--- config.mk ---
export PLATFORM = sky130hd
export DESIGN_NAME = pe_psum_accumulator
export DESIGN_NICKNAME = d
export VERILOG_FILES = /design/src/rtl/pe_psum_accumulator.sv
export SDC_FILE = /design/constraint.sdc
export NUM_CORES = 1
export LEC_CHECK = 0
export BUFFER_PORTS_ARGS = -buffer_cell sky130_fd_sc_hd__buf_2
export CAP_MARGIN = 20
export CORE_MARGIN = 2
export CORE_UTILIZATION = 49
export DETAILED_ROUTE_END_ITERATION = 8
export PLACE_DENSITY_LB_ADDON = 0.3
export SLEW_MARGIN = 20
export SYNTH_ARGS = -nofsm -noshare
export SYNTH_HDL_FRONTEND = slang
export SYNTH_SLANG_ARGS = --single-unit
--- constraint.sdc ---
create_clock -name clk -period 2.7 [get_ports clk]
set_input_delay 0.54 -clock clk [delete_from_list [all_inputs] [get_ports clk]]
set_output_delay 0.54 -clock clk [all_outputs]
set_load 0.01 [all_outputs]
--- src/rtl/pe_psum_accumulator.sv ---
// Partial-sum accumulation stage: joins the local psum stream with the inbound
// upstream psum, saturates to DATA_W bits, and drives a one-entry output register.
module pe_psum_accumulator #(
  parameter int DATA_W = 21,
  parameter int CNT_W  = 8
) (
  input  logic              clk,
  input  logic              rst,
  input  logic              cfg_start,
  input  logic              cfg_mode,
  input  logic [CNT_W-1:0]  cfg_count,
  input  logic              local_valid,
  output logic              local_ready,
  input  logic [DATA_W-1:0] local_data,
  input  logic              in_valid,
  output logic              in_ready,
  input  logic [DATA_W-1:0] in_data,
  output logic              out_valid,
  input  logic              out_ready,
  output logic [DATA_W-1:0] out_data,
  output logic              busy,
  output logic              done
);

  localparam logic [1:0] ST_IDLE  = 2'd0;
  localparam logic [1:0] ST_RUN   = 2'd1;
  localparam logic [1:0] ST_FLUSH = 2'd2;

  localparam logic [CNT_W-1:0]  CNT_ZERO = {CNT_W{1'b0}};
  localparam logic [CNT_W-1:0]  CNT_ONE  = {{(CNT_W-1){1'b0}}, 1'b1};
  localparam logic [DATA_W-1:0] DATA_MAX = {1'b0, {(DATA_W-1){1'b1}}};
  localparam logic [DATA_W-1:0] DATA_MIN = {1'b1, {(DATA_W-1){1'b0}}};

  // Signed add with one guard bit; clamp when the guard and sign bits disagree.
  function automatic logic [DATA_W-1:0] sat_add(input logic [DATA_W-1:0] a,
                                                input logic [DATA_W-1:0] b);
    logic [DATA_W:0] sum;
    sum = {a[DATA_W-1], a} + {b[DATA_W-1], b};
    if (sum[DATA_W] != sum[DATA_W-1]) begin
      sat_add = sum[DATA_W] ? DATA_MIN : DATA_MAX;
    end else begin
      sat_add = sum[DATA_W-1:0];
    end
  endfunction

  logic [1:0]        state_r;
  logic              mode_r;
  logic [CNT_W-1:0]  count_r;
  logic [CNT_W-1:0]  acc_cnt_r;
  logic              out_valid_r;
  logic [DATA_W-1:0] out_data_r;
  logic              done_r;

  logic              run_s;
  logic              slot_free_s;
  logic              fire_s;
  logic              last_s;
  logic              local_ready_s;
  logic              in_ready_s;
  logic [DATA_W-1:0] result_s;

  assign run_s       = (state_r == ST_RUN);
  assign slot_free_s = ~out_valid_r | out_ready;
  assign last_s      = ((acc_cnt_r + CNT_ONE) == count_r);

  // Accept decision and input readies; in join mode both streams move together.
  always_comb begin
    local_ready_s = 1'b0;
    in_ready_s    = 1'b0;
    fire_s        = 1'b0;
    result_s      = local_data;
    if (mode_r) begin
      local_ready_s = run_s & slot_free_s & in_valid;
      in_ready_s    = run_s & slot_free_s & local_valid;
      fire_s        = run_s & slot_free_s & local_valid & in_valid;
      result_s      = sat_add(local_data, in_data);
    end else begin
      local_ready_s = run_s & slot_free_s;
      in_ready_s    = 1'b0;
      fire_s        = run_s & slot_free_s & local_valid;
      result_s      = local_data;
    end
  end

  // Control FSM, pass counter and the single-entry output register.
  always_ff @(posedge clk) begin
    if (rst) begin
      state_r     <= ST_IDLE;
      mode_r      <= 1'b0;
      count_r     <= CNT_ZERO;
      acc_cnt_r   <= CNT_ZERO;
      out_valid_r <= 1'b0;
      out_data_r  <= {DATA_W{1'b0}};
      done_r      <= 1'b0;
    end else begin
      done_r <= 1'b0;
      if (fire_s) begin
        out_data_r  <= result_s;
        out_valid_r <= 1'b1;
        acc_cnt_r   <= acc_cnt_r + CNT_ONE;
      end else if (out_valid_r & out_ready) begin
        out_valid_r <= 1'b0;
      end
      case (state_r)
        ST_IDLE: begin
          if (cfg_start) begin
            if (cfg_count != CNT_ZERO) begin
              state_r   <= ST_RUN;
              mode_r    <= cfg_mode;
              count_r   <= cfg_count;
              acc_cnt_r <= CNT_ZERO;
            end else begin
              done_r <= 1'b1;
            end
          end
        end
        ST_RUN: begin
          if (fire_s & last_s) begin
            state_r <= ST_FLUSH;
          end
        end
        ST_FLUSH: begin
          if (slot_free_s) begin
            state_r <= ST_IDLE;
            done_r  <= 1'b1;
          end
        end
        default: begin
          state_r <= ST_IDLE;
        end
      endcase
    end
  end

  assign local_ready = local_ready_s;
  assign in_ready    = in_ready_s;
  assign out_valid   = out_valid_r;
  assign out_data    = out_data_r;
  assign busy        = (state_r != ST_IDLE);
  assign done        = done_r;

endmodule

* Yosys cells after proc, flatten, opt, wreduce, memory -nomap -nowiden *
Cells that the tools add are included.

word-level totals
  bits of input ports = 57
  output and inout bits = 26
  register bits after elaboration = 42
  word-level logic and storage cells = 52

cells by class
  equality and inequality tests = 8
  muxes and demuxes = 21
  reductions and logical operators = 6
  add/sub/neg operators = 2
  bitwise gates (word level) = 8

operator list
  kind                                                 number
  2-to-1 mux 21 bit                                    3
  2-to-1 mux 8 bit                                     4
  adder 21 x 21 -> 22 bit                              1
  adder 8 x 1 -> 8 bit, second input constant          1
  equality test 8 bit                                  1
  2-to-1 mux 1 bit                                     8
  2-to-1 mux 2 bit                                     4
  nonzero test 8 bit                                   1
  bitwise AND 1 bit                                    6
  != test 2 bit, second input constant                 3
  case mux 2 bit (3 select lines)                      1
  AND reduction 4 bit                                  1
  nonzero test 2 bit                                   2
  AND reduction 3 bit                                  1
  equality test 2 x 1 -> 1 bit, second input constant  1
  equality test 2 bit, second input constant           1
  logical NOT 2 bit                                    1
  != test 2 x 1 -> 1 bit, second input constant        1
  case mux 1 bit (2 select lines)                      1
  != test 1 bit                                        1
  NOT 1 bit                                            1
  bitwise OR 1 bit                                     1

* Longest topological paths before layout *
Gate-level depths: netlist (run 1).

  depth in word-level cells = 10
  mapped depth = 12
  gate-level depth less buffers = 11

* Worst setup path before layout (run 1) *
OpenSTA, ideal clock, no wires.

  path kind = input-to-reg
  start = in local_data[0]
  end = reg out_data_r[17], in the netlist out_data[17]
  library setup time = 0.103 ns
  arrival time = 2.846 ns
  cell stages on the path = 12
  data required time = 2.597 ns
  path buffers = 1
  slack = -0.249 ns
  cells stage by stage = ha_1 > inv_1 > fa_1 > nand2b_1 > a21oi_1 > o21ai_2 > a21boi_2 > nor3_2 > or2_1 > buf_6 > maj3_2 > a2111oi_2

between the ends
  longest elaborated chain between the ends = 4
  elaborated cells on any way between the ends = 5
  those cells by class = add/sub: 1; eq/ne: 1; mux: 3

RTL lines
  what                                                line    text
  start, declared                                     14      input logic [DATA_W-1:0] local_data,
  adder 21 x 21 -> 22 bit (*)                         38      sum = {a[DATA_W-1], a} + {b[DATA_W-1], b};
  2-to-1 mux 21 bit or != test 1 bit (tied branches)  40, 39
  2-to-1 mux 21 bit (*)                               39      if (sum[DATA_W] != sum[DATA_W-1]) begin
  2-to-1 mux 21 bit (*)                               72      if (mode_r) begin
  end signal, assigned                                93      out_data_r <= {DATA_W{1'b0}};
  end signal, assigned                                98      out_data_r <= result_s;
  end, declared                                       51      logic [DATA_W-1:0] out_data_r;

Mark *: on every way between the ends. The rest lies on a longest branch, timed or not.
A chain may end at the register's enable or synchronous reset.

* Final worst setup path (run 1) *
Ends and elaborated chain as after synthesis.

==> qor.log, run 1 <==
[placement] cell total after placement 640
[floorplanning] number of primary I/O pins 83
[timing] post-route fraction of the period consumed by the critical path 0.982
[run] total of max-cap violations 0
[clock_network] CTS hold repair buffers 0
[clock_network] CTS root buf sky130_fd_sc_hd__clkbuf_8
[yosys] summed instance area of the synthesized netlist 0.00341 mm2
[critical_path] CP peak stage delay 360 ps
[worst_hold_path] hold-critical path endpoint mode_r
[critical_path] Critical path buffers and inverters 2
[global_routing] antenna violations before repair 0
[yosys] number of synthesized flops with an enable pin 0
[floorplanning] width of the chip 87.4 um
[global_routing] first-pass GRT wire length 15300 um
[critical_path] cell type group with the largest total delay on the critical path adder cells
[placement] HPWL after detailed placement 7480 um
[clock_network] clock-pin slew on the worst setup and hold paths 90 ps
[critical_path] endpoint type of the worst setup path flip-flop
[critical_path] worst path arrival time 2850 ps
[timing] Max-Slew Margin vs Limit 0.646
[layout] fraction of final layout cells sized beyond drive strength 1 0.351
[critical_path] Slowest cell on crit path sky130_fd_sc_hd__fa_2
[detailed_routing] Final ANT Viol Nets 0
[worst_hold_path] hold_sp cfg_mode
[yosys] Synthesized Nets 510
[yosys] top area cells in the synthesized netlist sky130_fd_sc_hd__dfxtp_1 (25%), sky130_fd_sc_hd__ha_1 (8.1%), sky130_fd_sc_hd__nor2_1 (5.2%)
[layout] Util after Layout 0.666
[yosys] #FFs+latches synth 42
[timing] count of final hold-check violations 0
[yosys] cell accounting for the most synthesized area sky130_fd_sc_hd__dfxtp_1
[detailed_routing] via density per instance 5.55
[layout] area growth from synthesis to layout 32.2%
[critical_path] Req. time, crit path 2900 ps
[layout] # diodes 0
[critical_path] Worst Setup Start Kind input pin
[yosys] share of flip-flops with an asynchronous set or reset after synthesis 0
[timing] endpoints failing setup 0
[detailed_routing] total routed wirelength 9530 um
[timing] post-route worst hold slack 464 ps
[critical_path] critical path peak fanout 7
[pwr] maximum vdd ir drop 223 uV
[yosys] area share of the leading cell type in the synthesized netlist 0.247
[timing] Clock Skews 7.70 ps
[detailed_routing] average detailed-routed wire length per instance 14.7 um
[floorplanning] Total Die Area 0.00764 mm2
[placement] Placement Cell Area 0.00433 mm2
[placement] Final Wtd Congestion 0.884
[clock_network] cts bufs inserted 5
[worst_hold_path] hold path depth 3
[critical_path] Crit Path Category input pin to flip-flop
[pwr] Leakage Power 2.01 nW
[clock_network] TritonCTS clock tree done
[layout] Seq. cell area 841 um2
[yosys] number of distinct standard cells referenced by the synthesized netlist 66
[clock_network] count of H-tree levels built during CTS 2
[floorplanning] die outline height 87.4 um
[global_routing] number of global-route vias before repair 3380
[clock_network] Sinks on Clock Net 42
[placement] number of port buffers 82
[yosys] Main synth FF type sky130_fd_sc_hd__dfxtp_1
[detailed_routing] First DRT Iteration DRCs 204
[pwr] Tot Pwr 2.05 mW
[worst_hold_path] Worst Hold Class input pin to flip-flop
[critical_path] slack of the worst reg-to-reg path 690 ps
[critical_path] Critical R2R Launch acc_cnt_r[2]
[timing] Slew @ Worst Pin 530 ps
[floorplanning] # rows 30
[timing] Highest Clock Rate 377 MHz
[layout] area of the multi-input gates 0.00238 mm2
[yosys] sequential cell area fraction in the yosys report 0.247
[detailed_routing] 1st-pass router iterations 4
[critical_path] R2R depth 7
[floorplanning] Initial Util 0.504
[yosys] cells after synthesis 430
[outcome] run status complete, no violations
[global_routing] total global routing track utilization 0.249
[pwr] total power divided by cell area 454 mW/mm2
[critical_path] sequence of cells on the critical path buf_2, ha_4, inv_2, fa_2, nand2b_4, a21oi_4, o21ai_2, a21boi_2, nor3_4, or2_4, maj3_2, a2111oi_2
[timing] post-layout min period 2650 ps
[yosys] most frequent cell after synthesis sky130_fd_sc_hd__nor2_1
[clock_network] source-to-sink clock delay at the later pin of the worst-skew pair 300 ps
[layout] post-route design area 0.00450 mm2
[floorplanning] standard cell core area 0.00676 mm2
[timing] Slew Viols, Final 0
[detailed_routing] post-route DRC violation count 0
[layout] non-filler instance count after layout 649
[yosys] list of most frequent post-synthesis cells sky130_fd_sc_hd__nor2_1 (47), sky130_fd_sc_hd__dfxtp_1 (42), sky130_fd_sc_hd__nand2_1 (32)
[layout] number of nets in the final layout 648
[clock_network] buffer depth of the longest clock path 2
[yosys] Syn Area/Cell 7.92 um2
[layout] filler cell count 567
[global_routing] pin count of the biggest net entering global routing 30
[detailed_routing] count of vias placed by the detailed router 3601
[global_routing] overall overflow remaining after global route 0
[yosys] total number of yosys warnings 0
[critical_path] endpoint of the most critical register-to-register path state_r[0]
[report_power, final]
part | internal, mW | switching [mW]
sequential | 0.652 | 0.0215
clock | 0.371 | 0.238
combinational | 0.369 | 0.395
[worst max path at each step]
stage | from | to | slack, ps | depth (start not counted)
after detailed placement | local_data[0] | out_data[10] | -370 | 13
after global placement | local_data[12] | out_data[19] | -300 | 11
final | local_data[0] | out_data[17] | 50 | 12
after global routing | local_data[0] | out_data[19] | -20 | 14
after floorplan | local_data[0] | out_data[17] | -70 | 12
after CTS | local_data[0] | out_data[17] | 10 | 12
[area by class of cell]
class | instances | share of cell area
Multi-Input combinational cell | 346 | 0.528
Tap cell | 80 | 0.0222
Inverter | 12 | 0.0100
Timing Repair Buffer | 161 | 0.223
Sequential cell | 42 | 0.187
Clock buffer | 5 | 0.0153
Clock inverter | 3 | 0.0153
[repair_timing]
| action | 4_1_cts | 5_1_grt |
|---|---|---|
| pin swaps | 0 | 3 |
| buffers inserted | 0 | 1 |
| resized for setup | 3 | 4 |
| setup endpoints to repair | 10 | 14 |
| gates cloned | 0 | 0 |
[sequential cells by signal, indices dropped and copies added (netlist names)]
| register | cells |
|---|---|
| done | 1 |
| state_r | 2 |
| out_data | 21 |
| count_r | 8 |
| acc_cnt_r | 8 |
| out_valid | 1 |
| mode_r | 1 |
[cells by family after synthesis]
family / share of synthesized area
AOI/OAI and AO/OA: 0.263
xor gates and xnor gates: 0.0823
adders and majority gates: 0.105
buffers and inverters: 0.0757
DFF: 0.247
muxes: 0.0209
and+or+nand+nor: 0.207
[metal layers]
layer  routed length (um)  vias up  track usage  part of all wire
met5                    0        -            0                 0
met4                   97        0       0.0643             0.010
met3                  500        9       0.0294             0.052
met2                 4550      104        0.435              0.48
met1                 4390     1648        0.322              0.46
li1                     -     1840            -                 -
[worst min-delay path: stages]
cell	delay, ps
sky130_fd_sc_hd__buf_2	80
sky130_fd_sc_hd__a21oi_1	50
sky130_fd_sc_hd__nor2_1	70
[per-stage QoR]
step	TNS [ps]	worst slack, ps
floorplan	-99.6	-70.9
global placement	-4070	-298
detailed placement	-5230	-370
CTS	0	11.7
global route	-23.4	-23.4
finish	0	49.3
[cells in the final DEF (no fill, tap or decap), types with 14 or more instances in the layout]
master,Yosys,routed
sky130_fd_sc_hd__ha_1,22,20
sky130_fd_sc_hd__nor2_1,47,47
sky130_fd_sc_hd__xnor2_1,18,18
sky130_fd_sc_hd__xor2_1,14,14
sky130_fd_sc_hd__dfxtp_1,42,42
sky130_fd_sc_hd__buf_4,4,79
sky130_fd_sc_hd__buf_2,4,82
sky130_fd_sc_hd__a21oi_1,31,30
sky130_fd_sc_hd__nand2_1,32,32
sky130_fd_sc_hd__nand3_1,14,14
sky130_fd_sc_hd__o21ai_0,23,23
sky130_fd_sc_hd__a211oi_1,18,17
Power figures use the tool's default switching activity.
==> run 2, diff against run 1 <==
CORE_UTILIZATION = 39   (was 49)
PLACE_DENSITY = 0.74   (was not set)
PLACE_DENSITY_LB_ADDON = not set   (was 0.3)
==> run 2 against run 1 <==
Net effect:
- the run now ends with negative setup slack left
- global-route usage is 4.1 points lower
- highest routed layer unchanged
- critical endpoint unchanged
- utilization is 12 points lower
- first-iteration DRC count is 25% lower
- setup slack worse by 71 ps
- critical path depth is 1 lower
- die area is 24% higher
- total power is 8.8% lower
- combinational power is 6.7% higher
==> qor.log, run 2 (synthesis gave the netlist of run 1 again) <==
[outcome] run status finished with violations
[outcome] violations in the final reports negative setup slack
[layout] Seq. cell area 841 um2
[placement] number of port buffers 82
[global_routing] first-pass GRT wire length 16600 um
[critical_path] Worst Setup Start Kind input pin
[critical_path] critical path peak fanout 7
[critical_path] slack of the worst reg-to-reg path 640 ps
[floorplanning] number of primary I/O pins 83
[critical_path] worst path arrival time 2910 ps
[timing] post-route fraction of the period consumed by the critical path 1.01
[critical_path] Critical path origin local_data[3]
[critical_path] Req. time, crit path 2890 ps
[critical_path] R2R depth 7
[placement] HPWL after detailed placement 8080 um
[pwr] relative contribution of sequential cells to total power 0.363
[clock_network] cts bufs inserted 5
[pwr] Leakage Power 2.06 nW
[detailed_routing] First DRT Iteration DRCs 154
[floorplanning] width of the chip 97.5 um
[critical_path] Crit Path Category input pin to flip-flop
[global_routing] overall overflow remaining after global route 0
[detailed_routing] via density per instance 5.40
[pwr] maximum vdd ir drop 179 uV
[pwr] share of total power in the clock network 0.201
[critical_path] endpoint type of the worst setup path flip-flop
[clock_network] TritonCTS clock tree done
[clock_network] source-to-sink clock delay at the later pin of the worst-skew pair 290 ps
[pwr] Power Internal 1.23 mW
[layout] area growth from synthesis to layout 37.1%
[placement] Final Wtd Congestion 0.866
[global_routing] number of global-route vias before repair 3688
[detailed_routing] total routed wirelength 10200 um
[global_routing] total global routing track utilization 0.208
[pwr] switching part of the total 0.339
[floorplanning] die outline height 97.5 um
[worst_hold_path] Worst Hold Class flip-flop to flip-flop
[critical_path] Critical R2R Launch acc_cnt_r[2]
[layout] fraction of final layout cells sized beyond drive strength 1 0.371
[clock_network] Sinks on Clock Net 42
[detailed_routing] Final ANT Viol Nets 0
[run] total of max-cap violations 0
[layout] # diodes 0
[timing] Final Worst Setup Slack -21.5 ps
[timing] endpoints failing setup 1
[layout] Util after Layout 0.544
[floorplanning] standard cell core area 0.00859 mm2
[clock_network] CTS root buf sky130_fd_sc_hd__clkbuf_8
[detailed_routing] post-route DRC violation count 0
[critical_path] endpoint of the most critical register-to-register path state_r[0]
[floorplanning] # rows 34
[layout] leading cell type in the layout, fill and taps excluded sky130_fd_sc_hd__buf_4
[global_routing] antenna violations before repair 0
[timing] Highest Clock Rate 367 MHz
[timing] Max-Slew Margin vs Limit 0.641
[layout] commonest cells after routing, fill and taps aside sky130_fd_sc_hd__buf_4 (91), sky130_fd_sc_hd__buf_2 (80), sky130_fd_sc_hd__nor2_1 (47)
[clock_network] buffer depth of the longest clock path 2
[pwr] Tot Pwr 1.87 mW
[floorplanning] Initial Util 0.396
[pwr] part of the total power dissipated in combinational logic 0.437
[detailed_routing] 1st-pass router iterations 5
[global_routing] pin count of the biggest net entering global routing 26
[layout] number of nets in the final layout 662
[floorplanning] Total Die Area 0.00950 mm2
[timing] setup repair after global routing missed its margin true
[detailed_routing] count of vias placed by the detailed router 3728
[clock_network] count of H-tree levels built during CTS 2
[timing] count of final hold-check violations 0
[clock_network] clock-pin slew on the worst setup and hold paths 80 ps
[worst_hold_path] hold_sp acc_cnt_r[1]
[pwr] P_sw 0.633 mW
[timing] Slew Viols, Final 0
[timing] Slew @ Worst Pin 538 ps
[layout] filler cell count 830
[layout] area of the multi-input gates 0.00243 mm2
[pwr] total power divided by cell area 399 mW/mm2
[detailed_routing] average detailed-routed wire length per instance 14.8 um
[timing] post-layout min period 2720 ps
[critical_path] CP Capture Point out_data[17]
[layout] max reg flops 21
[timing] Clock Skews 5.86 ps
run 2: power by group through the flow:
stage	Sequential, mW	Clock, mW	Combinational [mW]
3_3_place_gp	0.689	0	0.741
3_5_place_dp	0.690	0	0.760
6_report	0.677	0.374	0.815
5_1_grt	0.680	0.408	0.890
2_1_floorplan	0.694	0	0.457
4_1_cts	0.676	0.381	0.771
run 2: timing repair:
action,in CTS,in global routing
resized for setup,4,16
hold buffers,0,0
buffers inserted,0,6
cloned,0,0
endpoints found under the setup margin,12,19
pin swaps,1,14
run 2: how the worst min path moves through the flow:
stage / endpoint / slack [ps] / depth (start not counted)
2_1_floorplan: acc_cnt_r[1] / 450 / 2
3_3_place_gp: out_data[20] / 460 / 2
3_5_place_dp: acc_cnt_r[1] / 470 / 2
4_1_cts: acc_cnt_r[1] / 480 / 2
5_1_grt: acc_cnt_r[1] / 500 / 2
6_report: acc_cnt_r[1] / 480 / 2
run 2: metal layers:
layer	track usage	share of wire	vias to the layer above	wire (um)
li1	-	-	1863	-
met2	0.372	0.50	106	5160
met5	0	0	-	0
met1	0.261	0.43	1747	4410
met3	0.0245	0.054	12	549
met4	0.0630	0.012	0	123
run 2: worst max-delay path: stages:
cell and delay (ps):
sky130_fd_sc_hd__buf_2 130, sky130_fd_sc_hd__ha_4 240, sky130_fd_sc_hd__buf_6 120, sky130_fd_sc_hd__o211ai_1 260, sky130_fd_sc_hd__a21oi_4 70, sky130_fd_sc_hd__o21ai_2 230, sky130_fd_sc_hd__a21boi_2 120, sky130_fd_sc_hd__o21a_4 220
sky130_fd_sc_hd__or2_4 290, sky130_fd_sc_hd__maj3_2 340, sky130_fd_sc_hd__a2111oi_4 350
run 2: final cells by class:
class / instances / share of cell area
tap: 108 / 0.0289
clock buffer: 7 / 0.0163
inverter: 12 / 0.00964
multi-input combinational: 346 / 0.521
sequential: 42 / 0.180
timing repair buffer: 175 / 0.244
run 2: per-stage QoR:
step / setup WS, ps / setup TNS, ps / cell area (um2) / instances / hold WS (ps)
after global routing: -83.9 / -129 / 4670 / 690 / 503
after global placement: -361 / -5340 / 4450 / 677 / 464
final: -21.5 / -21.5 / 4670 / 690 / 482
after CTS: 9.41 / 0 / 4540 / 684 / 482
after detailed placement: -429 / -6480 / 4450 / 677 / 472
after floorplan: -70.9 / -99.6 / 3450 / 430 / 454
==> run 3, diff against run 2 <==
TNS_END_PERCENT = 5   (was not set)
==> run 3 against run 2 <==
Net effect:
- the flow now finishes without violations
- total power grew 1.5%
- critical path depth grew 1
- non-clock buffer count shrank 7
- utilization shrank 0.90 points
- final cell count shrank 0.87%
- worst hold slack lost 17 ps
- die area is the same
- global-route usage shrank 0.33 points
- sequential power is essentially flat
- critical endpoint is now out_data[14]
- largest power group unchanged
- highest routed layer unchanged
==> qor.log, run 3 (synthesis gave the netlist of run 1 again) <==
[timing] count of final hold-check violations 0
[clock_network] CTS root buf sky130_fd_sc_hd__clkbuf_8
[clock_network] Resize count post-CTS 0
[pwr] total power divided by cell area 412 mW/mm2
[detailed_routing] 1st-pass router iterations 4
[global_routing] antenna violations before repair 0
[floorplanning] standard cell core area 0.00859 mm2
[timing] Clock Skews 14.0 ps
[timing] Setup Total Neg Slack 0 ps
[global_routing] number of global-route vias before repair 3685
[timing] setup repair after global routing missed its margin true
[layout] number of nets in the final layout 655
[clock_network] Sinks on Clock Net 42
[timing] Max-Slew Margin vs Limit 0.628
[critical_path] endpoint of the most critical register-to-register path state_r[0]
[placement] number of port buffers 82
[detailed_routing] post-route DRC violation count 0
[layout] area growth from synthesis to layout 34.9%
[floorplanning] Initial Util 0.396
[critical_path] endpoint type of the worst setup path flip-flop
[layout] fraction of final layout cells sized beyond drive strength 1 0.361
[worst_hold_path] Worst Hold Class flip-flop to flip-flop
[global_routing] total global routing track utilization 0.205
[clock_network] TritonCTS clock tree done
[placement] Final Wtd Congestion 0.963
[critical_path] worst path arrival time 2870 ps
[placement] Placement Cell Area 0.00445 mm2
[timing] post-route worst hold slack 465 ps
[layout] post-route design area 0.00459 mm2
[layout] Seq. cell area 841 um2
[critical_path] Critical R2R Launch acc_cnt_r[2]
[critical_path] Crit Path Category input pin to flip-flop
[clock_network] clock-pin slew on the worst setup and hold paths 90 ps
[layout] leading cell type in the layout, fill and taps excluded sky130_fd_sc_hd__buf_4
[pwr] Leakage Power 2.04 nW
[worst_hold_path] hold-critical path endpoint out_data[20]
[timing] Slew Viols, Final 0
[detailed_routing] count of vias placed by the detailed router 3678
[layout] max reg flops 21
[critical_path] critical path peak fanout 7
[critical_path] Req. time, crit path 2910 ps
[layout] commonest cells after routing, fill and taps aside sky130_fd_sc_hd__buf_4 (84), sky130_fd_sc_hd__buf_2 (82), sky130_fd_sc_hd__nor2_1 (47)
[clock_network] cts bufs inserted 5
[run] total of max-cap violations 0
[floorplanning] number of primary I/O pins 83
[layout] filler cell count 826
[detailed_routing] average detailed-routed wire length per instance 14.3 um
[worst_hold_path] hold_sp out_data[20]
[floorplanning] width of the chip 97.5 um
[timing] endpoints failing setup 0
[global_routing] pin count of the biggest net entering global routing 26
[worst_hold_path] hold path depth 2
[timing] Highest Clock Rate 376 MHz
[clock_network] source-to-sink clock delay at the later pin of the worst-skew pair 300 ps
[detailed_routing] via density per instance 5.38
[layout] # diodes 0
[clock_network] CTS hold repair buffers 0
[clock_network] buffer depth of the longest clock path 2
[placement] HPWL after detailed placement 7900 um
[detailed_routing] First DRT Iteration DRCs 183
[global_routing] first-pass GRT wire length 16400 um
[global_routing] overall overflow remaining after global route 0
[floorplanning] die outline height 97.5 um
[detailed_routing] total routed wirelength 9800 um
[critical_path] R2R depth 8
[timing] Slew @ Worst Pin 557 ps
[outcome] run status complete, no violations
[floorplanning] # rows 34
[floorplanning] Total Die Area 0.00950 mm2
[critical_path] slack of the worst reg-to-reg path 660 ps
[clock_network] setup repair bufs after CTS 0
[timing] post-route fraction of the period consumed by the critical path 0.986
[clock_network] count of H-tree levels built during CTS 2
[detailed_routing] Final ANT Viol Nets 0
[layout] area of the multi-input gates 0.00239 mm2
[pwr] maximum vdd ir drop 177 uV
[critical_path] Worst Setup Start Kind input pin
[timing] post-layout min period 2660 ps
[run 3: cell count changes in the layout (fill, tap and decap cells not counted), moves of 2 or more]
cell,delta
sky130_fd_sc_hd__o21ai_0,-3
sky130_fd_sc_hd__buf_4,-7
sky130_fd_sc_hd__ha_2,-4
sky130_fd_sc_hd__buf_6,-2
sky130_fd_sc_hd__ha_1,+5
sky130_fd_sc_hd__buf_2,+2
sky130_fd_sc_hd__o21ai_1,+3
sky130_fd_sc_hd__clkbuf_1,-2
sky130_fd_sc_hd__a211oi_1,-2
sky130_fd_sc_hd__a211oi_2,+2
[run 3: worst max path at each step]
stage / startpoint / end / slack (ps) / cells past startpoint
after floorplan: local_data[0] / out_data[17] / -70 / 12
after global placement: local_data[3] / out_data[17] / -250 / 11
after detailed placement: local_data[2] / out_data[10] / -310 / 12
after CTS: local_data[3] / out_data[9] / 10 / 11
after global routing: local_data[0] / out_data[14] / -60 / 12
final: local_data[0] / out_data[14] / 40 / 12
[run 3: area by class of cell]
cell class | count | share of cell area
multi-input combinational | 346 | 0.521
tap | 108 | 0.0294
timing repair buffer | 168 | 0.235
clock buffer | 6 | 0.0180
inverter | 12 | 0.00980
sequential | 42 | 0.183
clock inverter | 2 | 0.00354
[run 3: per-layer routing]
layer	global-route usage	part of all wire	vias up
li1	-	-	1851
met1	0.252	0.43	1693
met2	0.368	0.49	114
met3	0.0273	0.061	20
met4	0.0641	0.018	0
met5	0	0	-
[run 3: critical path: stages]
cell,delay [ps]
sky130_fd_sc_hd__buf_2,110
sky130_fd_sc_hd__ha_4,150
sky130_fd_sc_hd__inv_2,40
sky130_fd_sc_hd__fa_2,350
sky130_fd_sc_hd__nand2b_4,160
sky130_fd_sc_hd__a21oi_4,170
sky130_fd_sc_hd__o21ai_2,90
sky130_fd_sc_hd__a21boi_2,230
sky130_fd_sc_hd__nor3_4,70
sky130_fd_sc_hd__or2_4,290
sky130_fd_sc_hd__maj3_1,380
sky130_fd_sc_hd__a211oi_2,280
[run 3: where the power goes]
part,leakage [nW],internal [mW],switching (mW)
sequential,0.343,0.652,0.0258
combinational,1.65,0.383,0.397
clock,0.0478,0.210,0.227
[run 3: metrics by stage]
stage | total power [mW] | cells | utilization | setup slack, ps
4_1_cts | 1.88 | 684 | 0.529 | 14.2
3_3_place_gp | 1.43 | 676 | 0.518 | -249
5_1_grt | 2.01 | 684 | 0.535 | -55.6
2_1_floorplan | 1.15 | 430 | - | -70.9
3_5_place_dp | 1.45 | 676 | 0.518 | -312
6_report | 1.90 | 684 | 0.535 | 38.3
